[src/rtl/multicycle_ctrl_if.sv]
// Control bus between multicycle_ctrl (master) and the RISC-DCCCLXVII datapath (slave).
// Carries the IR/flag/ready inputs, all control strobes and the trap/debug status.
interface multicycle_ctrl_if #(
  parameter int unsigned ALUOP_W = 4
);
  logic [31:0]        instruction;
  logic               alu_zero;
  logic               imem_ready;
  logic               dmem_ready;

  logic               PCWrite;
  logic               PCSource;
  logic               PCWriteCond;
  logic               ALUSrcA;
  logic [1:0]         ALUSrcB;
  logic [ALUOP_W-1:0] ALUOp;
  logic               LoadAOut;
  logic               RegWrite;
  logic               LoadRegA;
  logic               LoadRegB;
  logic               MemToReg;
  logic               DMemOp;
  logic               DMemReq;
  logic               LoadMDR;
  logic               IMemRead;
  logic               IRWrite;

  logic               trap;
  logic [1:0]         trap_cause;
  logic [3:0]         state_out;

  modport master (
    input  instruction, alu_zero, imem_ready, dmem_ready,
    output PCWrite, PCSource, PCWriteCond, ALUSrcA, ALUSrcB, ALUOp, LoadAOut,
           RegWrite, LoadRegA, LoadRegB, MemToReg, DMemOp, DMemReq, LoadMDR,
           IMemRead, IRWrite, trap, trap_cause, state_out
  );

  modport slave (
    output instruction, alu_zero, imem_ready, dmem_ready,
    input  PCWrite, PCSource, PCWriteCond, ALUSrcA, ALUSrcB, ALUOp, LoadAOut,
           RegWrite, LoadRegA, LoadRegB, MemToReg, DMemOp, DMemReq, LoadMDR,
           IMemRead, IRWrite, trap, trap_cause, state_out
  );
endinterface

[src/rtl/multicycle_ctrl.sv]
// Multicycle control FSM for the RISC-DCCCLXVII datapath with sticky trap state.
// Define CTRL_MEM_HANDSHAKE_EN to honour imem/dmem ready with a WAIT_MAX timeout.
module multicycle_ctrl #(
  parameter int unsigned ALUOP_W  = 4,
  parameter int unsigned WAIT_MAX = 15
) (
  input logic           clk,
  input logic           reset,
  multicycle_ctrl_if.master bus
);

  typedef enum logic [3:0] {
    START    = 4'd0,
    FETCH    = 4'd1,
    DECODE   = 4'd2,
    MEM_ADDR = 4'd3,
    EXEC_R   = 4'd4,
    EXEC_I   = 4'd5,
    ALU_WB   = 4'd6,
    BRANCH   = 4'd7,
    MEM_LD   = 4'd8,
    MEM_SD   = 4'd9,
    LD_WB    = 4'd10,
    TRAP     = 4'd15
  } state_e;

  typedef enum logic [2:0] {
    ALU_LOAD = 3'd0,
    ALU_ADD  = 3'd1,
    ALU_SUB  = 3'd2,
    ALU_AND  = 3'd3,
    ALU_XOR  = 3'd4,
    ALU_NOT  = 3'd5,
    ALU_INC  = 3'd6
  } aluop_e;

  typedef struct packed {
    logic       pcWrite;
    logic       pcSource;
    logic       pcWriteCond;
    logic       aluSrcA;
    logic [1:0] aluSrcB;
    aluop_e     aluOp;
    logic       loadAOut;
    logic       regWrite;
    logic       loadRegA;
    logic       loadRegB;
    logic       memToReg;
    logic       dMemOp;
    logic       dMemReq;
    logic       loadMdr;
    logic       iMemRead;
    logic       irWrite;
  } ctl_t;

  localparam logic [6:0] OP_R    = 7'b0110011;
  localparam logic [6:0] OP_ADDI = 7'b0010011;
  localparam logic [6:0] OP_LD   = 7'b0000011;
  localparam logic [6:0] OP_SD   = 7'b0100011;
  localparam logic [6:0] OP_BR   = 7'b1100111;

  state_e     state, nextState;
  logic [1:0] trapCause, causeNext;
  ctl_t       ctl;
  logic [6:0] opcode, funct7;
  logic [2:0] funct3;
  aluop_e     rOp;
  logic       rLegal, opLegal, functLegal;
  logic       iRdy, dRdy, waitExpired;

  assign opcode = bus.instruction[6:0];
  assign funct3 = bus.instruction[14:12];
  assign funct7 = bus.instruction[31:25];

  always_comb begin
    rOp    = ALU_ADD;
    rLegal = 1'b1;
    case ({funct7, funct3})
      {7'b0000000, 3'b000}: rOp = ALU_ADD;
      {7'b0100000, 3'b000}: rOp = ALU_SUB;
      {7'b0000000, 3'b111}: rOp = ALU_AND;
      {7'b0000000, 3'b100}: rOp = ALU_XOR;
      default:              rLegal = 1'b0;
    endcase
  end

  always_comb begin
    opLegal    = 1'b1;
    functLegal = 1'b1;
    case (opcode)
      OP_R:         functLegal = rLegal;
      OP_ADDI:      functLegal = (funct3 == 3'b000);
      OP_BR:        functLegal = (funct3[2:1] == 2'b00);
      OP_LD, OP_SD: functLegal = 1'b1;
      default:      opLegal    = 1'b0;
    endcase
  end

`ifdef CTRL_MEM_HANDSHAKE_EN
  localparam int unsigned CW   = $clog2(WAIT_MAX + 1);
  localparam logic [CW-1:0] WMAX = CW'(WAIT_MAX);

  logic [CW-1:0] waitCnt;
  logic          waiting;

  assign iRdy        = bus.imem_ready;
  assign dRdy        = bus.dmem_ready;
  assign waitExpired = (waitCnt == WMAX);
  assign waiting     = ((state == FETCH) && !iRdy) ||
                       (((state == MEM_LD) || (state == MEM_SD)) && !dRdy);

  // Any state change (including the timeout into TRAP) restarts the count.
  always_ff @(posedge clk) begin
    if (reset)                   waitCnt <= '0;
    else if (nextState != state) waitCnt <= '0;
    else if (waiting)            waitCnt <= waitCnt + CW'(1);
  end
`else
  assign iRdy        = 1'b1;
  assign dRdy        = 1'b1;
  assign waitExpired = 1'b0;
`endif

  always_ff @(posedge clk) begin
    if (reset) begin
      state     <= START;
      trapCause <= '0;
    end else begin
      state     <= nextState;
      trapCause <= causeNext;
    end
  end

  always_comb begin
    nextState = state;
    causeNext = trapCause;
    ctl       = '0;
    case (state)
      START: nextState = FETCH;
      FETCH: begin
        ctl.iMemRead = 1'b1;
        ctl.aluSrcB  = 2'b01;
        ctl.aluOp    = ALU_ADD;
        // Ready takes priority over a saturated wait counter.
        if (iRdy) begin
          ctl.pcWrite = 1'b1;
          ctl.irWrite = 1'b1;
          nextState   = DECODE;
        end else if (waitExpired) begin
          nextState = TRAP;
          causeNext = 2'b11;
        end
      end
      DECODE: begin
        ctl.loadRegA = 1'b1;
        ctl.loadRegB = 1'b1;
        ctl.loadAOut = 1'b1;
        ctl.aluSrcB  = 2'b11;
        ctl.aluOp    = ALU_ADD;
        if (!opLegal) begin
          nextState = TRAP;
          causeNext = 2'b01;
        end else if (!functLegal) begin
          nextState = TRAP;
          causeNext = 2'b10;
        end else begin
          case (opcode)
            OP_LD, OP_SD: nextState = MEM_ADDR;
            OP_R:         nextState = EXEC_R;
            OP_ADDI:      nextState = EXEC_I;
            default:      nextState = BRANCH;
          endcase
        end
      end
      MEM_ADDR: begin
        ctl.loadAOut = 1'b1;
        ctl.aluSrcA  = 1'b1;
        ctl.aluSrcB  = 2'b10;
        ctl.aluOp    = ALU_ADD;
        nextState    = (opcode == OP_LD) ? MEM_LD : MEM_SD;
      end
      EXEC_R: begin
        ctl.loadAOut = 1'b1;
        ctl.aluSrcA  = 1'b1;
        ctl.aluOp    = rOp;
        nextState    = ALU_WB;
      end
      EXEC_I: begin
        ctl.loadAOut = 1'b1;
        ctl.aluSrcA  = 1'b1;
        ctl.aluSrcB  = 2'b10;
        ctl.aluOp    = ALU_ADD;
        nextState    = ALU_WB;
      end
      ALU_WB: begin
        ctl.regWrite = 1'b1;
        nextState    = FETCH;
      end
      BRANCH: begin
        // funct3[0] selects bne, inverting the sense of the zero flag.
        ctl.aluSrcA     = 1'b1;
        ctl.aluOp       = ALU_SUB;
        ctl.pcSource    = 1'b1;
        ctl.pcWriteCond = bus.alu_zero ^ funct3[0];
        nextState       = FETCH;
      end
      MEM_LD: begin
        ctl.dMemReq = 1'b1;
        if (dRdy) begin
          ctl.loadMdr = 1'b1;
          nextState   = LD_WB;
        end else if (waitExpired) begin
          nextState = TRAP;
          causeNext = 2'b11;
        end
      end
      MEM_SD: begin
        ctl.dMemReq = 1'b1;
        ctl.dMemOp  = 1'b1;
        if (dRdy) begin
          nextState = FETCH;
        end else if (waitExpired) begin
          nextState = TRAP;
          causeNext = 2'b11;
        end
      end
      LD_WB: begin
        ctl.regWrite = 1'b1;
        ctl.memToReg = 1'b1;
        nextState    = FETCH;
      end
      TRAP:    nextState = TRAP;
      default: nextState = START;
    endcase
    if (reset) ctl = '0;
  end

  assign bus.PCWrite     = ctl.pcWrite;
  assign bus.PCSource    = ctl.pcSource;
  assign bus.PCWriteCond = ctl.pcWriteCond;
  assign bus.ALUSrcA     = ctl.aluSrcA;
  assign bus.ALUSrcB     = ctl.aluSrcB;
  assign bus.ALUOp       = ALUOP_W'(ctl.aluOp);
  assign bus.LoadAOut    = ctl.loadAOut;
  assign bus.RegWrite    = ctl.regWrite;
  assign bus.LoadRegA    = ctl.loadRegA;
  assign bus.LoadRegB    = ctl.loadRegB;
  assign bus.MemToReg    = ctl.memToReg;
  assign bus.DMemOp      = ctl.dMemOp;
  assign bus.DMemReq     = ctl.dMemReq;
  assign bus.LoadMDR     = ctl.loadMdr;
  assign bus.IMemRead    = ctl.iMemRead;
  assign bus.IRWrite     = ctl.irWrite;
  assign bus.trap        = (state == TRAP);
  assign bus.trap_cause  = trapCause;
  assign bus.state_out   = state;

endmodule

[src/flat_wrapper.sv]
// flat-port wrapper written by rule: the top's interface ports become plain ports
module multicycle_ctrl_flat 
#(
  parameter int unsigned ALUOP_W  = 4,
  parameter int unsigned WAIT_MAX = 15
)
  (clk, reset, bus_instruction, bus_alu_zero, bus_imem_ready, bus_dmem_ready, bus_PCWrite, bus_PCSource, bus_PCWriteCond, bus_ALUSrcA, bus_ALUSrcB, bus_ALUOp, bus_LoadAOut, bus_RegWrite, bus_LoadRegA, bus_LoadRegB, bus_MemToReg, bus_DMemOp, bus_DMemReq, bus_LoadMDR, bus_IMemRead, bus_IRWrite, bus_trap, bus_trap_cause, bus_state_out);
  multicycle_ctrl_if #(.ALUOP_W(ALUOP_W)) bus_i ();
  input logic clk;
  input logic reset;
  input wire logic [$bits(bus_i.instruction)-1:0] bus_instruction;
  input wire logic [$bits(bus_i.alu_zero)-1:0] bus_alu_zero;
  input wire logic [$bits(bus_i.imem_ready)-1:0] bus_imem_ready;
  input wire logic [$bits(bus_i.dmem_ready)-1:0] bus_dmem_ready;
  output wire logic [$bits(bus_i.PCWrite)-1:0] bus_PCWrite;
  output wire logic [$bits(bus_i.PCSource)-1:0] bus_PCSource;
  output wire logic [$bits(bus_i.PCWriteCond)-1:0] bus_PCWriteCond;
  output wire logic [$bits(bus_i.ALUSrcA)-1:0] bus_ALUSrcA;
  output wire logic [$bits(bus_i.ALUSrcB)-1:0] bus_ALUSrcB;
  output wire logic [$bits(bus_i.ALUOp)-1:0] bus_ALUOp;
  output wire logic [$bits(bus_i.LoadAOut)-1:0] bus_LoadAOut;
  output wire logic [$bits(bus_i.RegWrite)-1:0] bus_RegWrite;
  output wire logic [$bits(bus_i.LoadRegA)-1:0] bus_LoadRegA;
  output wire logic [$bits(bus_i.LoadRegB)-1:0] bus_LoadRegB;
  output wire logic [$bits(bus_i.MemToReg)-1:0] bus_MemToReg;
  output wire logic [$bits(bus_i.DMemOp)-1:0] bus_DMemOp;
  output wire logic [$bits(bus_i.DMemReq)-1:0] bus_DMemReq;
  output wire logic [$bits(bus_i.LoadMDR)-1:0] bus_LoadMDR;
  output wire logic [$bits(bus_i.IMemRead)-1:0] bus_IMemRead;
  output wire logic [$bits(bus_i.IRWrite)-1:0] bus_IRWrite;
  output wire logic [$bits(bus_i.trap)-1:0] bus_trap;
  output wire logic [$bits(bus_i.trap_cause)-1:0] bus_trap_cause;
  output wire logic [$bits(bus_i.state_out)-1:0] bus_state_out;
  assign bus_i.instruction = bus_instruction;
  assign bus_i.alu_zero = bus_alu_zero;
  assign bus_i.imem_ready = bus_imem_ready;
  assign bus_i.dmem_ready = bus_dmem_ready;
  assign bus_PCWrite = bus_i.PCWrite;
  assign bus_PCSource = bus_i.PCSource;
  assign bus_PCWriteCond = bus_i.PCWriteCond;
  assign bus_ALUSrcA = bus_i.ALUSrcA;
  assign bus_ALUSrcB = bus_i.ALUSrcB;
  assign bus_ALUOp = bus_i.ALUOp;
  assign bus_LoadAOut = bus_i.LoadAOut;
  assign bus_RegWrite = bus_i.RegWrite;
  assign bus_LoadRegA = bus_i.LoadRegA;
  assign bus_LoadRegB = bus_i.LoadRegB;
  assign bus_MemToReg = bus_i.MemToReg;
  assign bus_DMemOp = bus_i.DMemOp;
  assign bus_DMemReq = bus_i.DMemReq;
  assign bus_LoadMDR = bus_i.LoadMDR;
  assign bus_IMemRead = bus_i.IMemRead;
  assign bus_IRWrite = bus_i.IRWrite;
  assign bus_trap = bus_i.trap;
  assign bus_trap_cause = bus_i.trap_cause;
  assign bus_state_out = bus_i.state_out;
  multicycle_ctrl #(.ALUOP_W(ALUOP_W), .WAIT_MAX(WAIT_MAX)) u_core (.clk(clk), .reset(reset), .bus(bus_i));
endmodule
[config.mk]
export PLATFORM = sky130hd
export DESIGN_NAME = multicycle_ctrl_flat
export DESIGN_NICKNAME = d
export VERILOG_FILES = /design/src/rtl/multicycle_ctrl_if.sv /design/src/rtl/multicycle_ctrl.sv /design/src/flat_wrapper.sv
export SDC_FILE = /design/constraint.sdc
export NUM_CORES = 1
export LEC_CHECK = 0
export CORE_MARGIN = 2
export CORE_UTILIZATION = 54
export CTS_BUF_LIST = sky130_fd_sc_hd__clkbuf_4
export DETAILED_ROUTE_END_ITERATION = 8
export DONT_BUFFER_PORTS = 1
export PLACE_DENSITY = 0.81
export SLEW_MARGIN = 10
export SYNTH_ARGS = -nofsm -noshare
export SYNTH_HDL_FRONTEND = slang
export SYNTH_SLANG_ARGS = --single-unit
export TNS_END_PERCENT = 100
[constraint.sdc]
create_clock -name clk -period 2.8 [get_ports clk]
set_clock_uncertainty 0.15 [all_clocks]
set_input_delay 0.7 -clock clk [delete_from_list [all_inputs] [get_ports clk]]
set_output_delay 0.7 -clock clk [all_outputs]
set_load 0.05 [all_outputs]
Word-level counts from Yosys, hierarchy flattened --
Cells that the tools add are included.
Operators by class: $lt $le $gt $ge 0, shifts and indexed selects 0, equality and inequality tests 20, bitwise operators 1, reductions and logical operators 16, muxes and demuxes 25, $mul 0, add/sub/neg operators 0, divide/modulo/power cells 0
Operator list (number):
- one-hot mux 4 bit (7 select lines) | 1
- one-hot mux 3 bit (3 select lines) | 3
- == test 10 x 3 -> 1 bit (second input constant) | 2
- two-way mux 19 bit | 1
- == test 4 x 3 -> 1 bit (second input constant) | 4
- == test 4 bit (second input constant) | 4
- OR reduction 4 bit | 4
- == test 7 x 6 -> 1 bit (second input constant) | 2
- two-way mux 1 bit | 11
- == test 10 x 9 -> 1 bit (second input constant) | 1
- zero test 10 bit | 1
- two-way mux 2 bit | 5
- OR reduction 2 bit | 5
- OR reduction 5 bit | 2
- == test 4 x 2 -> 1 bit (second input constant) | 2
- two-way mux 4 bit | 2
- == test 7 x 2 -> 1 bit (second input constant) | 1
- == test 7 x 5 -> 1 bit (second input constant) | 1
- == test 7 bit (second input constant) | 1
- one-hot mux 2 bit (3 select lines) | 1
- == test 4 x 1 -> 1 bit (second input constant) | 1
- zero test 4 bit | 1
- zero test 3 bit | 1
- one-hot mux 1 bit (3 select lines) | 1
- other kinds (4) | 4
Word-level totals: memories kept 0, memory bits (read-only) 0, logic and storage cells 64, register bits after elaboration 6, latch bits 0, output and inout port bits 27, bits in writable memories 0

Depth between registers and ports, before layout --
Gate-level depths: netlist of the first run.
depth in word-level cells 7, gate-level depth with buffers 7, mapped depth without buffers 5

Least setup slack after synthesis of the first run --
No wires, ideal clock.
path type register to output, start reg u_core.state[0] (netlist: u_core.bus.state_out[0]), end out bus_ALUSrcB[0], data arrival time 3.731 ns, data required time 1.950 ns, buffers on the path 2, slack -1.781 ns, cell stages (with the launch flop) 5, cell sequence dfxtp_1 -> buf_2 -> buf_1 -> nand2_1 -> a2111oi_0
Between the ends: longest elaborated chain between the ends 4, elaborated cells between the ends (all ways) 7, those cells by class eq/ne (4); mux (2); reduce/logical (1)
RTL lines:
- start, declared | RTL line multicycle_ctrl.sv:62 | state_e state, nextState;
- start signal, assigned | RTL line multicycle_ctrl.sv:129 | state <= nextState;
- == test 4 x 2 -> 1 bit or == test 4 x 3 -> 1 bit (tied branches) | RTL line multicycle_ctrl.sv:138 | case (state)
- OR reduction 2 bit (no line)
- one-hot mux 2 bit (3 select lines) * | RTL line multicycle_ctrl.sv:138
- two-way mux 19 bit * | RTL line multicycle_ctrl.sv:235 | if (reset) ctl = '0;
- end, declared | RTL line flat_wrapper.sv:19 | output wire logic [$bits(bus_i.ALUSrcB)-1:0] bus_ALUSrcB;
Mark *: on every way between the ends. The rest lies on a longest branch, timed or not.

Worst setup path in the final report of the first run --
start in bus_instruction[26], end out bus_ALUOp[0]
Between the ends: longest elaborated chain between the ends 4, elaborated cells between the ends (all ways) 6, those cells by class eq/ne (3); mux (3)
RTL lines:
- start, declared | RTL line flat_wrapper.sv:11 | input wire logic [$bits(bus_i.instruction)-1:0] bus_instruction;
- == test 10 x 3 -> 1 bit or == test 10 x 9 -> 1 bit (tied branches) | RTL line multicycle_ctrl.sv:78 | case ({funct7, funct3})
- one-hot mux 3 bit (3 select lines) * | RTL line multicycle_ctrl.sv:78
- one-hot mux 3 bit (3 select lines) * | RTL line multicycle_ctrl.sv:138
- two-way mux 19 bit * | RTL line multicycle_ctrl.sv:235
- end, declared | RTL line flat_wrapper.sv:20 | output wire logic [$bits(bus_i.ALUOp)-1:0] bus_ALUOp;
Marked as above.

==> flow_metrics.py, run 1 <==
metrics = {
    "drt": {
        "vias": 1012,
        "drt_pre_antenna_iters": 5,
        "drt-initial-drc-count": 54,
        "wire_per_inst_um": 17.5,
        "viasPerCell": 6.84,
        "drtAntennaViolNets": 0,
        "drc": 0,
        "routed_wirelength_um": 2600,
    },
    "setup_path": {
        "crit_buf_inv": 2,
        "worst_ep_required_time_ps": 1950,
        "crit_path_max_fanout": 2,
        "path_cells": "or4_4 > nor3_4 > buf_4 > a21oi_2 > o21ai_1 > a21oi_1 > buf_4",
        "critPathSlowestCell": "or4_4",
        "max_stage_delay_ps": 520,
        "arrival_ps": 1990,
        "worstSetupPathType": "input port to primary output",
        "crit_top_cell": "buf_4",
        "ff2ff_setup_slack_ps": 800,
        "end_kind": "primary output",
        "worstSetupStartpointType": "input port",
        "path_delay_family": "simple AND/OR/NAND/NOR gates",
    },
    "pwr": {
        "p_switching_mw": 0.732,
        "powerDensity_nw_per_um2": 1050,
        "comb_power_share_pct": 72.1,
        "leakagePower_nw": 0.442,
        "p_int_mw": 0.469,
        "p_sw_share_pct": 61.0,
        "p_seq_share_pct": 19.2,
        "ir_drop_v": 0.000724,
        "pwr-share-clk_pct": 8.7,
    },
    "clocking": {
        "cts_tree": "built",
        "numCtsBuffers": 3,
        "clkTransAtPathRegs_ps": 60,
        "cts_max_level": 1,
        "cts_hold_buf": 0,
        "clockBufferDepth": 2,
        "cts_root_buf": "clkbuf_4",
        "cts_sinks": 6,
        "worstSkewPairLatency_ps": 260,
    },
    "status": {
        "violations": "setup timing",
        "status": "finished, violations left",
    },
    "timing": {
        "slew_viol_final": 0,
        "setup_viol": 3,
        "setup_slack_ps": -40.8,
        "period_minus_slack_ps": 2840,
        "min_period_over_period_pct": 101,
        "final_hold_viol_count": 0,
        "fmax_mhz": 352,
        "tightest_slew_ps": 510,
        "rsz0062_at_grt": "true",
        "tns_ps": -94.7,
        "max_slew_margin_pct": 66.0,
    },
    "global_routing": {
        "grt_max_degree": 21,
        "gr-usage-all-layers_pct": 31.4,
        "antenna_found_initial": 0,
        "overflow": 0,
        "grt_pass1_vias": 903,
        "grt_pass1_wl_um": 4280,
    },
    "floorplanning": {
        "fp.dieW_um": 41.8,
        "num_rows": 13,
        "initial_utilization_pct": 58.6,
        "die_y_um": 41.8,
        "io_pins": 64,
        "die-area_sq_um": 1750,
        "coreArea_sq_um": 1320,
    },
    "logic_synthesis": {
        "synth_enable_flop_cells": 0,
        "seq_area_frac_synth_pct": 15.6,
        "synth_ff_type": "dfxtp_1",
        "synthesis.nets": 154,
        "syn_area_sq_um": 772,
        "avgSynthCellArea_sq_um": 6.60,
        "synthArstFlopShare_pct": 0,
        "ys_ff_latch": 6,
        "synthesis.instances": 117,
        "yosys_warnings": 0,
        "synthDistinctLibCells": 41,
    },
    "placement": {
        "post-place-ws_ps": -114,
        "io_buffers": 0,
        "hpwl_um": 1910,
        "gp_congestion": 0.837,
    },
    "layout": {
        "area_delta_synth_final_pct": 48.6,
        "nNetsFinal": 171,
        "final_common_cell": "buf_4",
        "antenna_cells": 0,
        "drive_above_1_share_pct": 37.6,
        "final_cell_mix": "18 x buf_4, 12 x a21oi_1, 10 x nand2_1, 7 x nor2_1, 6 x inv_1",
    },
    "run": {
        "cap_violations": 0,
    },
    "min_path": {
        "hp-class": "input port to register",
    },
}
## what timing repair did
item / CTS / global route
setup endpoints to repair: 3 / 3
pin swaps: 4 / 1
setup buffers: 1 / 0
resized for setup: 4 / 0
## kinds of logic after synthesis
kind of cell / Yosys count / synth area share, %
AO/OA/AOI/OAI: 33 / 26.7
XOR/XNOR: 5 / 5.67
buffers and inverters: 18 / 11.5
flip-flops: 6 / 15.6
other: 1 / 0.486
AND/OR/NAND/NOR: 54 / 40.0
## synth_stat cells (3+ instances only)
cell / number / share of area [%]
a21oi_1: 14 / 9.1
inv_1: 6 / 2.9
nor4_1: 3 / 2.4
nor3_1: 5 / 3.2
and2_1: 4 / 3.2
nor2_1: 9 / 4.4
xnor2_1: 4 / 4.5
nand2_1: 10 / 4.9
buf_1: 3 / 1.5
o21ai_0: 6 / 3.9
nand3_1: 4 / 2.6
or3_1: 3 / 2.4
buf_4: 5 / 4.9
dfxtp_1: 6 / 16
## worst reg2reg max path: stages, from the launching register on
cell      delay, ps
dfxtp_1         340
buf_4           200
nand2b_4        190
or3_4           360
or4b_1          590
nand2_1         100
## stage by stage
| step | cells | hold WS (ps) | power, mW | utilization [%] | area, sq um |
|---|---|---|---|---|---|
| after CTS | 148 | 366 | 1.19 | 87.1 | 1150 |
| after detailed placement | 143 | 519 | 1.08 | 83.2 | 1100 |
| after floorplan | 117 | 545 | 0.905 | - | 898 |
| final | 148 | 361 | 1.20 | 87.1 | 1150 |
| after global routing | 148 | 380 | 1.26 | 87.1 | 1150 |
| after global placement | 143 | 486 | 1.04 | 83.2 | 1100 |
## state kept, by name, summed over array words and instances (netlist names)
name,cells
u_core.bus.trap_cause,2
u_core.bus.state_out,4
## final cells by class
cell class                 count  area [sq um]
multi-input combinational     93           687
inverter                       6          22.5
fill                          69           170
timing repair buffer          24           263
sequential                     6           126
tap                           15          18.8
clock buffer                   4          30.0
## routing by layer
layer	vias to the layer above	GRT usage (%)	wire length, um
li1	451	-	-
met4	0	11.0	62
met2	95	56.9	1350
met1	456	33.0	870
met5	-	0	0
met3	10	11.3	314
## path summary, 6_finish.rpt
kind | startpoint | to | cells past startpoint
worst max-delay path | bus_instruction[26] | bus_ALUOp[0] | 7
worst min-delay path | reset | u_core.bus.state_out[2] | 1
worst max register to register | u_core.bus.state_out[2] | u_core.bus.state_out[1] | 5
worst min register to register | u_core.bus.state_out[1] | u_core.bus.state_out[2] | 3
## power by group through the flow
stage,registers [mW],logic (mW),clock network (mW)
after floorplan,0.253,0.651,0
after global placement,0.225,0.816,0
after CTS,0.227,0.857,0.103
after detailed placement,0.229,0.847,0
after global routing,0.237,0.915,0.106
final,0.230,0.866,0.105
Power figures use the tool's default switching activity.
==> inputs of run 2 (changes only) <==
CORE_UTILIZATION = 55   (was 54)
PLACE_DENSITY = 0.82   (was 0.81)
==> run 2 against run 1 <==
The run still ends with setup timing left. Register-to-register slack better by 140 ps. Final cell count stayed put. Utilization is 1.4 points higher. Sequential share of layout area hardly changed. Die area is 1.6% lower. Largest cell class unchanged. Highest routed layer unchanged.
==> flow_metrics.py, run 2 (synthesized netlist as in run 1, its figures left out) <==
metrics = {
    "status": {
        "status": "finished, violations left",
        "violations": "setup timing",
    },
    "min_path": {
        "hp-start": "reset",
        "hp-class": "input port to register",
    },
    "run": {
        "cap_violations": 0,
    },
    "pwr": {
        "ir_drop_v": 0.000690,
        "p_int_mw": 0.472,
        "comb_power_share_pct": 72.8,
        "pwr-share-clk_pct": 8.5,
        "p_seq_share_pct": 18.7,
        "powerDensity_nw_per_um2": 1070,
        "leakagePower_nw": 0.443,
        "p_switching_mw": 0.759,
        "p_sw_share_pct": 61.7,
    },
    "timing": {
        "holdWs_ps": 360,
        "final_hold_viol_count": 0,
        "min_period_over_period_pct": 101,
        "period_minus_slack_ps": 2840,
        "slew_viol_final": 0,
        "tns_ps": -78.5,
        "setup_viol": 3,
        "rsz0062_at_grt": "true",
        "setup_slack_ps": -39.0,
        "fmax_mhz": 352,
        "max_slew_margin_pct": 65.6,
        "tightest_slew_ps": 515,
    },
    "setup_path": {
        "rr_startpoint": "u_core.bus.state_out[3]",
        "crit_path_max_fanout": 2,
        "end_kind": "primary output",
        "worstSetupPathType": "input port to primary output",
        "startpoint": "bus_instruction[26]",
        "worst_ep_required_time_ps": 1950,
        "arrival_ps": 1990,
        "worstSetupStartpointType": "input port",
    },
    "floorplanning": {
        "io_pins": 64,
        "initial_utilization_pct": 59.3,
        "die_y_um": 41.5,
        "die-area_sq_um": 1720,
        "fp.dieW_um": 41.5,
        "coreArea_sq_um": 1300,
        "num_rows": 13,
    },
    "drt": {
        "routed_wirelength_um": 2820,
        "drt-initial-drc-count": 33,
        "drt_pre_antenna_iters": 4,
        "vias": 1045,
        "wire_per_inst_um": 19.0,
        "drc": 0,
        "drtAntennaViolNets": 0,
        "viasPerCell": 7.06,
    },
    "global_routing": {
        "overflow": 0,
        "grt_use_met2_pct": 57.5,
        "met1_usage_pct": 34.5,
        "busiest_layer": "met2",
        "grt_pass1_vias": 934,
        "grt_pass1_wl_um": 4300,
        "grt_use_met3_pct": 10.0,
        "antenna_found_initial": 0,
        "gr-usage-all-layers_pct": 32.4,
        "grt_max_degree": 21,
    },
    "layout": {
        "antenna_cells": 0,
        "nFillCells": 66,
        "final_cell_mix": "18 x buf_4, 12 x a21oi_1, 10 x nand2_1, 7 x nor2_1, 6 x inv_1",
        "nNetsFinal": 171,
        "regArea_sq_um": 126,
        "area_delta_synth_final_pct": 49.1,
        "multi_input_area_sq_um": 691,
        "drive_above_1_share_pct": 38.3,
        "final_common_cell": "buf_4",
        "largest_reg_flops": 4,
    },
    "clocking": {
        "cts_tree": "built",
        "cts_max_level": 1,
        "cts_root_buf": "clkbuf_4",
        "worstSkewPairLatency_ps": 260,
        "clockBufferDepth": 2,
        "clkTransAtPathRegs_ps": 50,
        "numCtsBuffers": 3,
        "cts_hold_buf": 0,
        "cts_sinks": 6,
    },
    "placement": {
        "io_buffers": 0,
        "hpwl_um": 1770,
        "gp_congestion": 0.865,
    },
}
run 2: timing repair:
action | CTS | global route
cloned | 0 | 0
gates resized for setup | 4 | 1
buffers inserted | 1 | 0
pin swaps | 1 | 0
endpoints found under the setup margin | 3 | 3
endpoints found under the hold margin | 0 | 0
run 2: final cells by class:
type                       count  share of cell area, %
multi-input combinational     93                   60.0
inverter                       6                   1.96
clock buffer                   4                   2.61
sequential                     6                   11.0
timing repair buffer          24                   22.8
tap                           15                   1.63
run 2: path summary, 6_finish.rpt:
| path | endpoint | slack, ps | cells past startpoint |
|---|---|---|---|
| setup / recovery | bus_ALUOp[2] | -40 | 5 |
| hold / removal | u_core.bus.state_out[2] | 360 | 1 |
| setup reg to reg | u_core.bus.state_out[1] | 940 | 4 |
| hold reg to reg | u_core.bus.state_out[2] | 580 | 3 |
run 2: worst max-delay path: stages:
cell     delay [ps]
or4_4           520
nor3_4          160
nand2_1         130
nor4b_4         300
buf_12          180
run 2: power groups by stage:
stage | combinational [mW] | sequential [mW] | clock, mW
after global routing | 0.926 | 0.237 | 0.110
after detailed placement | 0.850 | 0.225 | 0
after CTS | 0.854 | 0.225 | 0.103
final | 0.896 | 0.230 | 0.105
after global placement | 0.819 | 0.222 | 0
after floorplan | 0.651 | 0.253 | 0
run 2: per-layer routing:
layer	routed length, um	share of wire, %	vias to the layer above
met5	0	0	-
met4	124	4.4	0
met3	303	11	20
met2	1390	50	90
met1	993	35	483
li1	-	-	452
run 2: through the flow:
stage	util (%)	worst slack, ps	power, mW	instance area, sq um	instances
2_1_floorplan	-	-293	0.905	898	117
3_3_place_gp	84.2	-84.9	1.04	1100	143
3_5_place_dp	84.2	-111	1.08	1100	143
4_1_cts	88.2	-13.8	1.18	1150	148
5_1_grt	88.5	-66.0	1.27	1150	148
6_report	88.5	-39.0	1.23	1150	148
==> RTL change: new RTL, settings of run 2 <==
`ALUOP_W` is set to 4 in 3 places; all go to 6.
--- a/src/rtl/multicycle_ctrl_if.sv
+++ b/src/rtl/multicycle_ctrl_if.sv
@@ -1,7 +1,7 @@
 // Control bus between multicycle_ctrl (master) and the RISC-DCCCLXVII datapath (slave).
 // Carries the IR/flag/ready inputs, all control strobes and the trap/debug status.
 interface multicycle_ctrl_if #(
-  parameter int unsigned ALUOP_W = 4
+  parameter int unsigned ALUOP_W = 6
 );
   logic [31:0]        instruction;
   logic               alu_zero;
--- a/src/rtl/multicycle_ctrl.sv
+++ b/src/rtl/multicycle_ctrl.sv
@@ -1,7 +1,7 @@
 // Multicycle control FSM for the RISC-DCCCLXVII datapath with sticky trap state.
 // Define CTRL_MEM_HANDSHAKE_EN to honour imem/dmem ready with a WAIT_MAX timeout.
 module multicycle_ctrl #(
-  parameter int unsigned ALUOP_W  = 4,
+  parameter int unsigned ALUOP_W  = 6,
   parameter int unsigned WAIT_MAX = 15
 ) (
   input logic           clk,
--- a/src/flat_wrapper.sv
+++ b/src/flat_wrapper.sv
@@ -1,7 +1,7 @@
 // flat-port wrapper written by rule: the top's interface ports become plain ports
 module multicycle_ctrl_flat 
 #(
-  parameter int unsigned ALUOP_W  = 4,
+  parameter int unsigned ALUOP_W  = 6,
   parameter int unsigned WAIT_MAX = 15
 )
   (clk, reset, bus_instruction, bus_alu_zero, bus_imem_ready, bus_dmem_ready, bus_PCWrite, bus_PCSource, bus_PCWriteCond, bus_ALUSrcA, bus_ALUSrcB, bus_ALUOp, bus_LoadAOut, bus_RegWrite, bus_LoadRegA, bus_LoadRegB, bus_MemToReg, bus_DMemOp, bus_DMemReq, bus_LoadMDR, bus_IMemRead, bus_IRWrite, bus_trap, bus_trap_cause, bus_state_out);
Interface: changed (resized bus_ALUOp); port bits go from 64 to 66. No check against the original RTL was run, so the function may have changed too.
==> RTL change against run 2 <==
- final area down 0.98%
- routed wire length down 12%
- sequential power down 2%
- worst setup slack worse by 7.0 ps
- area after synthesis up 1.9%
- synthesized cell count up 1.7%
- sequential cell count unchanged
- the run still ends with setup timing left
- largest cell class unchanged
- worst hold slack better by 8.1 ps
- maximum frequency down 0.25%
- power down 2.8%
==> RTL change: results (changes against run 2) <==
[critical_path]
cp_data_arrival_time_ps=2000
crit_path_end=bus_ALUOp[0]
timing.rr.end=u_core.bus.state_out[1]$_SDFF_PP0_
crit_start=bus_instruction[31]
critPathMaxFanout=2  ; unchanged
r2r-start=u_core.bus.state_out[3]$_SDFF_PP0_
rr_worst_depth=4  ; unchanged
ff2ff_setup_slack_ps=940  ; about the same

[sta]
setup_viol=3  ; unchanged
tightestPinTransition_ps=512  ; -2.98 ps
hold-worst-slack_ps=368  ; +8.07 ps
setup_slack_ps=-46.0  ; -7.02 ps

[power_and_ir_drop]
leakagePower_nw=0.437  ; -1.2%
vdd_drop_max_uv=728  ; +5.5%

[synth]
synth.distinct_cells=41  ; unchanged
ys_top_cells_by_count=14 x a21oi_1, 10 x nand2_1, 9 x nor2_1, 7 x buf_4
async_reset_ff_share_pct=0  ; unchanged
synth_top_flop_cell=dfxtp_1
yosysMostFrequentCell=a21oi_1
ys_seq_area_share_pct=15.3  ; -0.30 points
synth_area_leaders=dfxtp_1 15%, a21oi_1 8.9%, buf_4 6.7%
ys_warn_count=0  ; unchanged

[placement]
gp_congestion=0.830  ; -4.1%
io_buffers=0  ; unchanged
preCtsSetupSlack_ps=-116  ; -5.55 ps
hpwl_um=1800  ; +1.6%

[detailed_routing]
drt_iter0_drc=42  ; +27%
firstDrtPassIters=4  ; unchanged
vias=985  ; -5.7%
wl_um=2470  ; -12%

[clocking]
clk_latency_ps=260  ; about the same
cts_made_buffers=3  ; unchanged
clockRootBuffer=clkbuf_4
post_cts.repair.setup_buffers=0  ; -1
path_clk_slew_ps=50  ; about the same
cts_buffer_depth=2  ; unchanged
htreeDepth=1  ; unchanged

[outcome]
outcome=finished, violations left
violations=setup timing

[min_path]
hp-class=in2reg
hold_path_depth=1  ; unchanged

[final_layout]
nets=171  ; unchanged
drive_gt1_share_pct=36.1  ; -2.3 points
antenna_cells=0  ; unchanged
largest_register_ffs=4  ; unchanged
fillers=75  ; +14%

[global_routing]
grt_max_degree=21  ; unchanged
grt_use_total_pct=28.7  ; -3.6 points
grt_pass1_wl_um=3910  ; -9.0%
grt_pass1_vias=873  ; -6.5%
antenna_found_initial=0  ; unchanged

==> RTL change: per-layer routing <==
| layer | global-route usage (%) | part of all wire, % |
|---|---|---|
| met5 | 0 | 0 |
| met3 | 6.52 | 8.8 |
| met2 | 49.7 | 51 |
| met4 | 15.5 | 2.6 |
| met1 | 32.2 | 38 |
==> RTL change: critical path, stage by stage <==
cell	delay, ps
or4_4	520
nor3_4	150
buf_4	150
a21oi_2	50
o21ai_1	150
a21oi_1	80
buf_4	190
==> RTL change: cells by family (layout without fill, tap and decap cells) <==
family / Yosys count / in the layout / share of synthesized area (%)
AO/OA/AOI/OAI: 33 / 33 / 26.2
XOR/XNOR: 5 / 5 / 5.56
buffers and inverters: 20 / 32 / 13.2
flip-flops: 6 / 6 / 15.3
other: 1 / 3 / 0.476
AND/OR/NAND/NOR: 54 / 54 / 39.3
==> RTL change: area by class of cell <==
type	count	area share [%]
Clock buffer	4	2.63
Inverter	6	1.98
Multi-Input combinational cell	95	60.9
Sequential cell	6	11.1
Tap cell	15	1.65
Timing Repair Buffer	22	21.7
==> RTL change: timing repair <==
| action | CTS | global route |
|---|---|---|
| gates resized for setup | 4 | 0 |
| pin swaps | 5 | 1 |
| cloned | 0 | 0 |
| setup endpoints to repair | 3 | 3 |
==> RTL change: metrics by stage <==
step | instances | setup TNS (ps) | area [sq um] | total power, mW
finish | 148 | -93.6 | 1140 | 1.20
global route | 148 | -291 | 1140 | 1.25
CTS | 148 | -291 | 1140 | 1.18
detailed placement | 144 | -306 | 1100 | 1.07
global placement | 144 | -187 | 1100 | 1.04
floorplan | 121 | -340 | 921 | 0.913
==> RTL change: power breakdown <==
group / switching [mW] / internal, mW / leakage, nW / total (mW)
Sequential: 0.101 / 0.124 / 0.0505 / 0.225
Clock: 0.0422 / 0.0644 / 0.0184 / 0.107
Combinational: 0.591 / 0.274 / 0.368 / 0.865
Total: 0.734 / 0.462 / 0.437 / 1.20
==> RTL change: worst min-delay path by stage <==
stage                                                      from                               endpoint
after global placement       u_core.bus.state_out[1]$_SDFF_PP0_     u_core.bus.state_out[2]$_SDFF_PP0_
after detailed placement     u_core.bus.state_out[1]$_SDFF_PP0_     u_core.bus.state_out[2]$_SDFF_PP0_
after CTS                                                 reset     u_core.bus.state_out[2]$_SDFF_PP0_
final                                                     reset     u_core.bus.state_out[2]$_SDFF_PP0_
after floorplan           u_core.bus.trap_cause[1]$_SDFFE_PP0P_  u_core.bus.trap_cause[1]$_SDFFE_PP0P_
after global routing                                      reset     u_core.bus.state_out[2]$_SDFF_PP0_
